**config.mk**
```make
export PLATFORM = sky130hd
export DESIGN_NAME = sram_port_arbiter
export DESIGN_NICKNAME = d
export VERILOG_FILES = /design/src/rtl/sram_arb_pkg.sv /design/src/rtl/sram_clear_seq.sv /design/src/rtl/sram_port_arbiter.sv
export SDC_FILE = /design/constraint.sdc
export NUM_CORES = 1
export LEC_CHECK = 0
export BUFFER_PORTS_ARGS = -buffer_cell sky130_fd_sc_hd__buf_2
export CORE_MARGIN = 4
export CORE_UTILIZATION = 40
export CTS_BUF_LIST = sky130_fd_sc_hd__clkbuf_8
export CTS_CLUSTER_SIZE = 20
export DETAILED_ROUTE_END_ITERATION = 8
export PLACE_DENSITY = 0.75
export SLEW_MARGIN = 20
export SYNTH_ARGS = -nofsm -noshare
export SYNTH_HDL_FRONTEND = slang
export SYNTH_SLANG_ARGS = --single-unit
```
**constraint.sdc**
```tcl
create_clock -name i_MCLK -period 1.7 [get_ports i_MCLK]
set_clock_uncertainty 0.1 [all_clocks]
set_input_delay 0.255 -clock i_MCLK [delete_from_list [all_inputs] [get_ports i_MCLK]]
set_output_delay 0.255 -clock i_MCLK [all_outputs]
set_load 0.05 [all_outputs]
```
**src/rtl/sram_arb_pkg.sv**
```systemverilog
// Shared types for the two-port SRAM arbiter: port IDs, arbiter states and the
// registered SRAM command word.
package sram_arb_pkg;

  // The command struct is sized to these widths; arbiter DW/AW must match them.
  localparam int ARB_DW = 8;
  localparam int ARB_AW = 10;

  typedef enum logic {
    PORT_A = 1'b0,
    PORT_B = 1'b1
  } port_id_t;

  typedef enum logic {
    ST_CLEAR = 1'b0,
    ST_RUN   = 1'b1
  } arb_state_t;

  typedef struct packed {
    logic              wr;
    logic [ARB_AW-1:0] addr;
    logic [ARB_DW-1:0] din;
  } sram_cmd_t;

  function automatic logic [3:0] sat_inc(input logic [3:0] val, input logic [3:0] lim);
    return (val >= lim) ? lim : val + 4'd1;
  endfunction

endpackage

```
**src/rtl/sram_clear_seq.sv**
```systemverilog
// Address sweep for the post-reset RAM clear: walks 0 .. 2^AW-1 while enabled,
// then raises done and holds until the next reset.
module sram_clear_seq #(
  parameter int AW = 10
) (
  input  logic          clk_i,
  input  logic          srst_i,
  input  logic          en_i,
  output logic [AW-1:0] addr_o,
  output logic          done_o
);

  logic [AW-1:0] addr_q;
  logic          done_q;

  always_ff @(posedge clk_i) begin
    if (srst_i) begin
      addr_q <= '0;
      done_q <= 1'b0;
    end else if (en_i && !done_q) begin
      if (addr_q == {AW{1'b1}}) begin
        done_q <= 1'b1;
      end else begin
        addr_q <= addr_q + 1'b1;
      end
    end
  end

  assign addr_o = addr_q;
  assign done_o = done_q;

endmodule

```
**src/rtl/sram_port_arbiter.sv**
```systemverilog
// Two-requester arbiter (A = video, priority; B = CPU, starvation-protected) in
// front of a posedge single-port SRAM. Optional post-reset clear: SRAM_ARB_CLEAR_EN.
module sram_port_arbiter
  import sram_arb_pkg::*;
#(
  parameter int             DW         = ARB_DW,
  parameter int             AW         = ARB_AW,
  parameter int             STARVE_MAX = 3,
  parameter logic [DW-1:0]  CLEAR_VAL  = '0
) (
  input  logic          i_MCLK,
  input  logic          i_RST,

  input  logic          i_A_REQ,
  input  logic          i_A_WR,
  input  logic [AW-1:0] i_A_ADDR,
  input  logic [DW-1:0] i_A_DIN,
  output logic          o_A_ACK,
  output logic          o_A_RVALID,

  input  logic          i_B_REQ,
  input  logic          i_B_WR,
  input  logic [AW-1:0] i_B_ADDR,
  input  logic [DW-1:0] i_B_DIN,
  output logic          o_B_ACK,
  output logic          o_B_RVALID,

  output logic [DW-1:0] o_RDATA,
  output logic          o_READY,

  output logic [AW-1:0] o_SRAM_ADDR,
  output logic [DW-1:0] o_SRAM_DIN,
  output logic          o_SRAM_CS_n,
  output logic          o_SRAM_RD_n,
  output logic          o_SRAM_WR_n,
  input  logic [DW-1:0] i_SRAM_DOUT
);

  localparam logic [3:0] STARVE_LIM = 4'(STARVE_MAX);

  arb_state_t    state_q, state_d;
  logic [3:0]    starve_q, starve_d;
  sram_cmd_t     cmd_q, cmd_d;
  logic          cs_n_q;
  logic [1:0]    ack_q, ack_d;
  logic          tag1_vld_q, tag2_vld_q;
  port_id_t      tag1_port_q, tag2_port_q;
  logic          run, a_win, b_win, clr_issue, issue, rd_issue;
  logic [AW-1:0] clr_addr;
  logic          clr_done;
  logic [1:0]    rvalid;

`ifdef SRAM_ARB_CLEAR_EN
  localparam arb_state_t RST_STATE = ST_CLEAR;

  sram_clear_seq #(
    .AW(AW)
  ) u_clear_seq (
    .clk_i  (i_MCLK),
    .srst_i (i_RST),
    .en_i   (state_q == ST_CLEAR),
    .addr_o (clr_addr),
    .done_o (clr_done)
  );
`else
  localparam arb_state_t RST_STATE = ST_RUN;

  assign clr_addr = '0;
  assign clr_done = 1'b1;
`endif

  always_comb begin
    run       = (state_q == ST_RUN);
    clr_issue = (state_q == ST_CLEAR) && !clr_done;
    // A keeps priority until B has been passed over STARVE_MAX times in a row.
    a_win     = run && i_A_REQ && (!i_B_REQ || (starve_q != STARVE_LIM));
    b_win     = run && i_B_REQ && !a_win;
    issue     = a_win || b_win || clr_issue;
    rd_issue  = (a_win && !i_A_WR) || (b_win && !i_B_WR);

    cmd_d = cmd_q;
    if (clr_issue) begin
      cmd_d = '{wr: 1'b1, addr: clr_addr, din: CLEAR_VAL};
    end else if (a_win) begin
      cmd_d = '{wr: i_A_WR, addr: i_A_ADDR, din: i_A_DIN};
    end else if (b_win) begin
      cmd_d = '{wr: i_B_WR, addr: i_B_ADDR, din: i_B_DIN};
    end

    ack_d    = {b_win, a_win};
    starve_d = (a_win && i_B_REQ) ? sat_inc(starve_q, STARVE_LIM) : 4'd0;

    state_d = state_q;
    if ((state_q == ST_CLEAR) && clr_done) begin
      state_d = ST_RUN;
    end
  end

  always_ff @(posedge i_MCLK) begin
    if (i_RST) begin
      state_q     <= RST_STATE;
      starve_q    <= 4'd0;
      cmd_q       <= '0;
      cs_n_q      <= 1'b1;
      ack_q       <= 2'b00;
      tag1_vld_q  <= 1'b0;
      tag2_vld_q  <= 1'b0;
      tag1_port_q <= PORT_A;
      tag2_port_q <= PORT_A;
    end else begin
      state_q     <= state_d;
      starve_q    <= starve_d;
      cmd_q       <= cmd_d;
      cs_n_q      <= !issue;
      ack_q       <= ack_d;
      tag1_vld_q  <= rd_issue;
      tag1_port_q <= b_win ? PORT_B : PORT_A;
      tag2_vld_q  <= tag1_vld_q;
      tag2_port_q <= tag1_port_q;
    end
  end

  genvar gi;
  generate
    for (gi = 0; gi < 2; gi++) begin : g_port
      assign rvalid[gi] = tag2_vld_q && (tag2_port_q == ((gi == 0) ? PORT_A : PORT_B));
    end
  endgenerate

  // Strobes are decoded from the registered chip select so they only toggle at the edge.
  assign o_SRAM_CS_n = cs_n_q;
  assign o_SRAM_RD_n = cs_n_q || cmd_q.wr;
  assign o_SRAM_WR_n = cs_n_q || !cmd_q.wr;
  assign o_SRAM_ADDR = cmd_q.addr;
  assign o_SRAM_DIN  = cmd_q.din;

  assign o_A_ACK    = ack_q[0];
  assign o_B_ACK    = ack_q[1];
  assign o_A_RVALID = rvalid[0];
  assign o_B_RVALID = rvalid[1];
  assign o_RDATA    = i_SRAM_DOUT;
  assign o_READY    = (state_q == ST_RUN);

endmodule
```
# == Yosys cells after proc, flatten, opt, wreduce, memory -nomap -nowiden ==
# Cells that the tools add are included.
# word_totals
regBits,30
inputBits,50
out_inout_bits,34
wordCells,41
# op_classes
n_addsub,1
order_cmp,1
eq_ne,1
mux,4
n_bitwise,2
reduce_logical,21
# ops
op,n
19-bit 2-to-1 mux,2
1-bit logical AND,7
1-bit logical NOT,6
1-bit logical OR,5
4-bit by 1-bit adder with 4-bit output (second input constant),1
4-bit by 2-bit greater-or-equal comparator with 1-bit output (second input constant),1
4-bit by 2-bit != test with 1-bit output (second input constant),1
3-bit OR reduction,1
2-bit 2-to-1 mux,1
1-bit NOT,2
2-bit nonzero test,1
2-bit OR reduction,1
1-bit 2-to-1 mux,1

# == Depth between registers and ports, before layout ==
# Gate-level depths: netlist (run 1).
# logic_depth
ltp_word,7
ltp_mapped,6
mapped_depth_nobuf,4

# == Least setup slack after synthesis (run 1) ==
# OpenSTA, ideal clock, no wires.
# synth_timing
path_kind,register -> output
start,"register cs_n_q, in the netlist o_SRAM_CS_n"
end,output o_SRAM_WR_n
arrival_time_ns,1.106
required_ns,1.345
setup_slack_ns,0.239
stages_incl_launch_ff,2
n_path_buf,0
path_cell_list,dfxtp_1 > nand2b_1
# synth_via
elab_chain_cells,1
# synth_lines
element,line_no,text
"start, declared",sram_port_arbiter.sv:44,logic cs_n_q;
"start signal, assigned",sram_port_arbiter.sv:114,cs_n_q <= !issue;
1-bit logical OR,sram_port_arbiter.sv:133,assign o_SRAM_WR_n = cs_n_q || !cmd_q.wr;
"end, declared",sram_port_arbiter.sv:35,"output logic o_SRAM_WR_n,"
# Every way passes these cells.

# == Worst setup path after layout (run 1) ==
# layout_timing
start,register cmd_q[18] (netlist bit)
end,output o_SRAM_RD_n
# layout_via
elab_chain_cells,1
# layout_lines
element,line_no,text
"start, declared",sram_port_arbiter.sv:43,"sram_cmd_t cmd_q, cmd_d;"
"start signal, assigned",sram_port_arbiter.sv:113,cmd_q <= cmd_d;
1-bit logical OR,sram_port_arbiter.sv:132,assign o_SRAM_RD_n = cs_n_q || cmd_q.wr;
"end, declared",sram_port_arbiter.sv:34,"output logic o_SRAM_RD_n,"
# Every way passes these cells.

==> impl_metrics.toml, run 1 <==
[synth]
synth-xor-area-share_pct = 0
yosys.area.top_type = "dfxtp_1"
ys_seq_area_share_pct = 37.51
synth-compound-area-share_pct = 17.38
synth_top_family_by_area = "simple AND/OR/NAND/NOR gates"
syn_area_sq_um = 1548
synth_area_leaders = "dfxtp_1 (38%), o211ai_2 (15%), buf_4 (13%), nand2_1 (9.5%), nand4_1 (7.7%)"
synth.top_cell.area_share_pct = 37.51
synth_cells = 170
yosysWarnings = 0
synth_seq_cells = 29
muxShareOfSynthArea_pct = 0
synth-simple-area-share_pct = 24.66
synth_adder_area_share_pct = 0.8084
ys_types = 26
syn_area_per_cell_sq_um = 9.104

[global_route]
grt_max_degree = 40
grt.total_usage_pct = 15.39
overflow = 0
grt_pass1_vias = 1267
grt_pass1_wl_um = 5954
antenna_found_initial = 0

[critical_path]
crit_fanout = 3
max_stage_delay_ns = 0.32
crit_chain = "or2_2 -> buf_2"
worstPathRequired_ns = 1.34
crit_family = "flip-flops"
rr_startpoint = "starve_q[0]$_SDFF_PP0_"
critPathLaunchType = "flop"
cp.arrival_ns = 1.10
end_kind = "output pin"
r2r_cells = 4
path_class = "reg -> out"
slowest_stage = "dfxtp_1"
r2r_end = "cmd_q[18]$_SDFFE_PP0N_"
rrSetupSlack_ns = 0.30
crit_buf_inv = 1

[cells_and_area]
multi_input_area_sq_um = 674.4
final_nets = 263
regArea_sq_um = 580.6
syn_to_final_growth_pct = 16.33
n_fill_cell = 367
final_cells = 261
drive_gt1_share_pct = 48.83
insertedDiodeCount = 0

[hold_path]
hold_path_depth = 3
min_from = "i_B_ADDR[9]"
min_delay_worst_endpoint = "o_SRAM_ADDR[9]$_SDFFE_PP0N_"
min_path_type = "in -> reg"

[die]
core_sq_um = 3689
initial_utilization_pct = 41.96
num_rows = 22
die_area_sq_um = 4929
die_h_um = 70.21
die_x_um = 70.21
boundaryPins = 84

[clocking]
clk_pin_slew_worst_paths_ns = 0.06
cts_tree = "done"
cts-buffers-inserted = 5
cts.sinks = 29
clkLatencyLatePin_ns = 0.28
cts_setup_buffers = 0
hold_buffers = 0
root_buffer = "clkbuf_8"
htreeDepth = 2
clockBufferDepth = 2
ctsResizeCount = 0

[timing]
rsz0062_at_grt = "no"
hold_violations = 0
setup_tns_ns = 0
slew_violations = 0
finalWorstPathRequiredPeriod_ns = 1.451
fmaxAchievable_mhz = 689.4
fin_crit_sh_pct = 85.33
setup_violations = 0

[detailed_routing]
ant_nets = 0
wl_per_cell_um = 13.32
wl_um = 3476
vias = 1275
viasPerCell = 4.885
drcViolationCount = 0
dr.pass1.iters = 4
drtIter0Drc = 59

[place]
portBuffers = 66
hpwlAfterDp_um = 2616
placed_cells = 253
gp_congestion = 0.7244

[pwr]
leakage_nw = 0.8804
ir_drop_uv = 295.7
power_per_cell_area_nw_per_um2 = 918.5

[flow_run]
max-cap-violations = 0

[run_status]
status = "complete, no violations"
per-layer routing:
| layer | vias up | track usage (%) | wire [um] |
|---|---|---|---|
| li1 | 644 | - | - |
| met5 | - | 0 | 0 |
| met3 | 7 | 4.892 | 242 |
| met2 | 42 | 24.03 | 1698 |
| met1 | 582 | 18.09 | 1451 |
| met4 | 0 | 9.787 | 82 |
final cells by class:
type                    instances  area share (%)
clock buffers                   5           3.822
clock inverters                 3          0.7644
inverters                       2          0.4170
multi-input cells             101           37.46
flip-flops and latches         29           32.24
well taps                      48           3.336
repair buffers                 73           21.96
cell usage after synthesis:
| library cell | instances |
|---|---|
| nor3_4 | 1 |
| nand2b_1 | 2 |
| and2_1 | 1 |
| a21oi_1 | 1 |
| dfxtp_1 | 29 |
| nand4_1 | 19 |
| and2_4 | 1 |
| nand4bb_2 | 1 |
| conb_1 | 2 |
| nor2b_1 | 3 |
| buf_4 | 27 |
| o21ba_2 | 1 |
| buf_6 | 5 |
| or2_2 | 1 |
| ha_1 | 1 |
| nor2_1 | 2 |
| a211o_1 | 1 |
| nor4_1 | 1 |
| nand3b_1 | 1 |
| clkbuf_1 | 4 |
| a211oi_1 | 1 |
| nor3_1 | 2 |
| nand2_1 | 39 |
| buf_2 | 3 |
| inv_1 | 2 |
| o211ai_2 | 19 |
kinds of logic after synthesis:
kind of cell             Yosys count
AND/OR/NAND/NOR                   74
buffers and inverters             41
flip-flops                        29
AO/OA/AOI/OAI                     23
other                              2
adder cells (fa/ha/maj)            1
worst reg2reg max path, delay by kind of cell (launching register included):
kind | cells | cell delay (ns)
adders and majority gates | 1 | 0.23
AOI/OAI and AO/OA | 1 | 0.13
DFF | 1 | 0.31
and+or+nand+nor | 2 | 0.51
sequential cells by signal, summed over array words and instances, names as in the netlist:
register / flops
o_SRAM_ADDR: 10
o_SRAM_DIN: 8
starve_q: 4
ack_q: 2
cmd_q: 1
o_SRAM_CS_n: 1
tag1_vld_q: 1
tag2_port_q: 1
tag2_vld_q: 1
where the power goes:
part | switching, W | internal (W) | total (W)
registers | 0.0000228 | 0.000728 | 0.000750
logic | 0.000264 | 0.000122 | 0.000386
clock network | 0.000241 | 0.000276 | 0.000517
metrics by stage:
step | setup slack [ns] | utilization [%] | area, sq um | power, W | hold slack, ns
3_5_place_dp | 0.2919 | 46.57 | 1718 | 0.001155 | 0.3301
5_1_grt | 0.1855 | 48.81 | 1800 | 0.001742 | 0.1369
6_report | 0.2494 | 48.81 | 1800 | 0.001654 | 0.1400
4_1_cts | 0.2300 | 48.81 | 1800 | 0.001679 | 0.1331
3_3_place_gp | 0.3364 | 46.57 | 1718 | 0.001148 | 0.3249
2_1_floorplan | 0.2388 | - | 1551 | 0.001141 | 0.2241
cell usage in the layout (no fill, tap or decap), types with 2 or more instances in the layout:
cell,instances
buf_4,6
nor3_1,2
inv_1,3
conb_1,3
nand2_1,39
nand2b_1,2
o211ai_2,19
buf_2,66
nand4_1,19
nor2_1,2
clkinv_2,2
clkbuf_8,5
nor2b_1,3
dfxtp_1,29
how the worst max path moves through the flow:
stage	startpoint	endpoint	slack (ns)	cells past startpoint
after floorplan	o_SRAM_CS_n$_SDFF_PP1_	o_SRAM_WR_n	0.24	1
after global placement	starve_q[0]$_SDFF_PP0_	o_SRAM_DIN[2]$_SDFFE_PP0N_	0.34	4
after detailed placement	starve_q[0]$_SDFF_PP0_	cmd_q[18]$_SDFFE_PP0N_	0.29	4
after CTS	cmd_q[18]$_SDFFE_PP0N_	o_SRAM_RD_n	0.23	2
after global routing	cmd_q[18]$_SDFFE_PP0N_	o_SRAM_RD_n	0.19	2
final	cmd_q[18]$_SDFFE_PP0N_	o_SRAM_RD_n	0.25	2
(Power assumes the default switching activity.)
==> run 2, diff against run 1 <==
--- a/config.mk
+++ b/config.mk
@@ -11,7 +11,7 @@
 export CTS_BUF_LIST = sky130_fd_sc_hd__clkbuf_8
 export CTS_CLUSTER_SIZE = 20
 export DETAILED_ROUTE_END_ITERATION = 8
-export PLACE_DENSITY = 0.75
+export PLACE_DENSITY = 0.79
 export SLEW_MARGIN = 20
 export SYNTH_ARGS = -nofsm -noshare
 export SYNTH_HDL_FRONTEND = slang
==> impl_metrics.toml, run 2 (same netlist as run 1, synthesis figures left out) <==
[run_status]
status = "complete, no violations"

[clocking]
cts_tree = "done"
ctsResizeCount = 0
root_buffer = "clkbuf_8"
cts.sinks = 29
clkLatencyLatePin_ns = 0.28
cts-buffers-inserted = 5
cts_setup_buffers = 0
htreeDepth = 2
clk_pin_slew_worst_paths_ns = 0.07
clockBufferDepth = 2
hold_buffers = 0

[detailed_routing]
drtIter0Drc = 54
wl_um = 3364
dr.pass1.iters = 4
wl_per_cell_um = 12.94
viasPerCell = 4.892
vias = 1272
ant_nets = 0
drcViolationCount = 0

[cells_and_area]
layout_common_cells = "buf_2 (66), nand2_1 (39), dfxtp_1 (29), nand4_1 (19), o211ai_2 (19)"
drive_gt1_share_pct = 49.06
final_nets = 262
syn_to_final_growth_pct = 18.35
insertedDiodeCount = 0
utilization_pct = 49.66
largest_register_ff_count = 10
layout_commonest_cell = "buf_2"

[pwr]
ir_drop_uv = 497.9
power_per_cell_area_nw_per_um2 = 1077
leakage_nw = 0.8913

[timing]
fin_crit_sh_pct = 87.83
fmaxAchievable_mhz = 669.8
slew_violations = 0
setup_violations = 0
hold_violations = 0
finalWorstPathRequiredPeriod_ns = 1.493
rsz0062_at_grt = "no"
setup_tns_ns = 0

[critical_path]
crit_fanout = 20
worstPathRequired_ns = 1.81
cp.arrival_ns = 1.60
crit_buf_inv = 0
end_kind = "flop"
critPathLaunchType = "flop"
max_stage_delay_ns = 0.35
slowest_stage = "and2_4"
path_class = "reg -> reg"
crit_chain = "ha_1 -> nand4bb_2 -> and2_4 -> o211ai_2"
crit_family = "simple AND/OR/NAND/NOR gates"

[place]
gp_congestion = 0.7359
portBuffers = 66
hpwlAfterDp_um = 2478

[global_route]
grt_max_degree = 21
grt_pass1_vias = 1269
grt_pass1_wl_um = 5644
antenna_found_initial = 0
grt.total_usage_pct = 14.41
overflow = 0

[die]
die_h_um = 70.21
initial_utilization_pct = 41.96
die_x_um = 70.21
num_rows = 22
boundaryPins = 84
core_sq_um = 3689
die_area_sq_um = 4929

[flow_run]
max-cap-violations = 0

[hold_path]
min_path_type = "in -> reg"
[run 2: final cells by class]
type	count	area [sq um]
Clock buffer	5	68.82
Timing Repair Buffer	72	375.4
Sequential cell	29	580.6
Multi-Input combinational cell	101	674.4
Fill cell	377	1857
Inverter	2	7.507
Clock inverter	3	65.06
Tap cell	48	60.06
[run 2: tightest hold or removal path, stage by stage]
cell      delay, ns
buf_2          0.09
nand2_1        0.06
o211ai_2       0.07
[run 2: where the power goes]
part | total [W] | internal [W] | switching (W)
Sequential | 0.000750 | 0.000727 | 0.0000223
Clock | 0.000843 | 0.000582 | 0.000261
Combinational | 0.000381 | 0.000119 | 0.000262
Total | 0.00197 | 0.00143 | 0.000545
[run 2: worst paths after layout]
| check | start | endpoint | slack (ns) | depth (start not counted) |
|---|---|---|---|---|
| setup / recovery | starve_q[0]$_SDFF_PP0_ | o_SRAM_ADDR[6]$_SDFFE_PP0N_ | 0.21 | 4 |
| hold / removal | i_B_ADDR[1] | o_SRAM_ADDR[1]$_SDFFE_PP0N_ | 0.14 | 3 |
| setup reg to reg | starve_q[0]$_SDFF_PP0_ | o_SRAM_ADDR[6]$_SDFFE_PP0N_ | 0.21 | 4 |
| hold reg to reg | tag1_vld_q$_SDFF_PP0_ | tag2_vld_q$_SDFF_PP0_ | 0.35 | 1 |
[run 2: through the flow]
step	cells	hold WS, ns	instance area, sq um	setup WS (ns)	total power, W
floorplan	171	0.2241	1551	0.2388	0.001141
global placement	252	0.3205	1698	0.2862	0.001144
detailed placement	252	0.3442	1698	0.2114	0.001148
CTS	260	0.1325	1832	0.2024	0.001999
global route	260	0.1413	1832	0.1312	0.002055
finish	260	0.1377	1832	0.2070	0.001973
[run 2: per-layer routing]
metal  track usage (%)  up-vias  share of wire, %
li1                  -      649                 -
met1             16.62      580                43
met2             23.29       38                48
met3             4.317        5               7.1
met4             8.723        0               2.2
met5                 0        -                 0
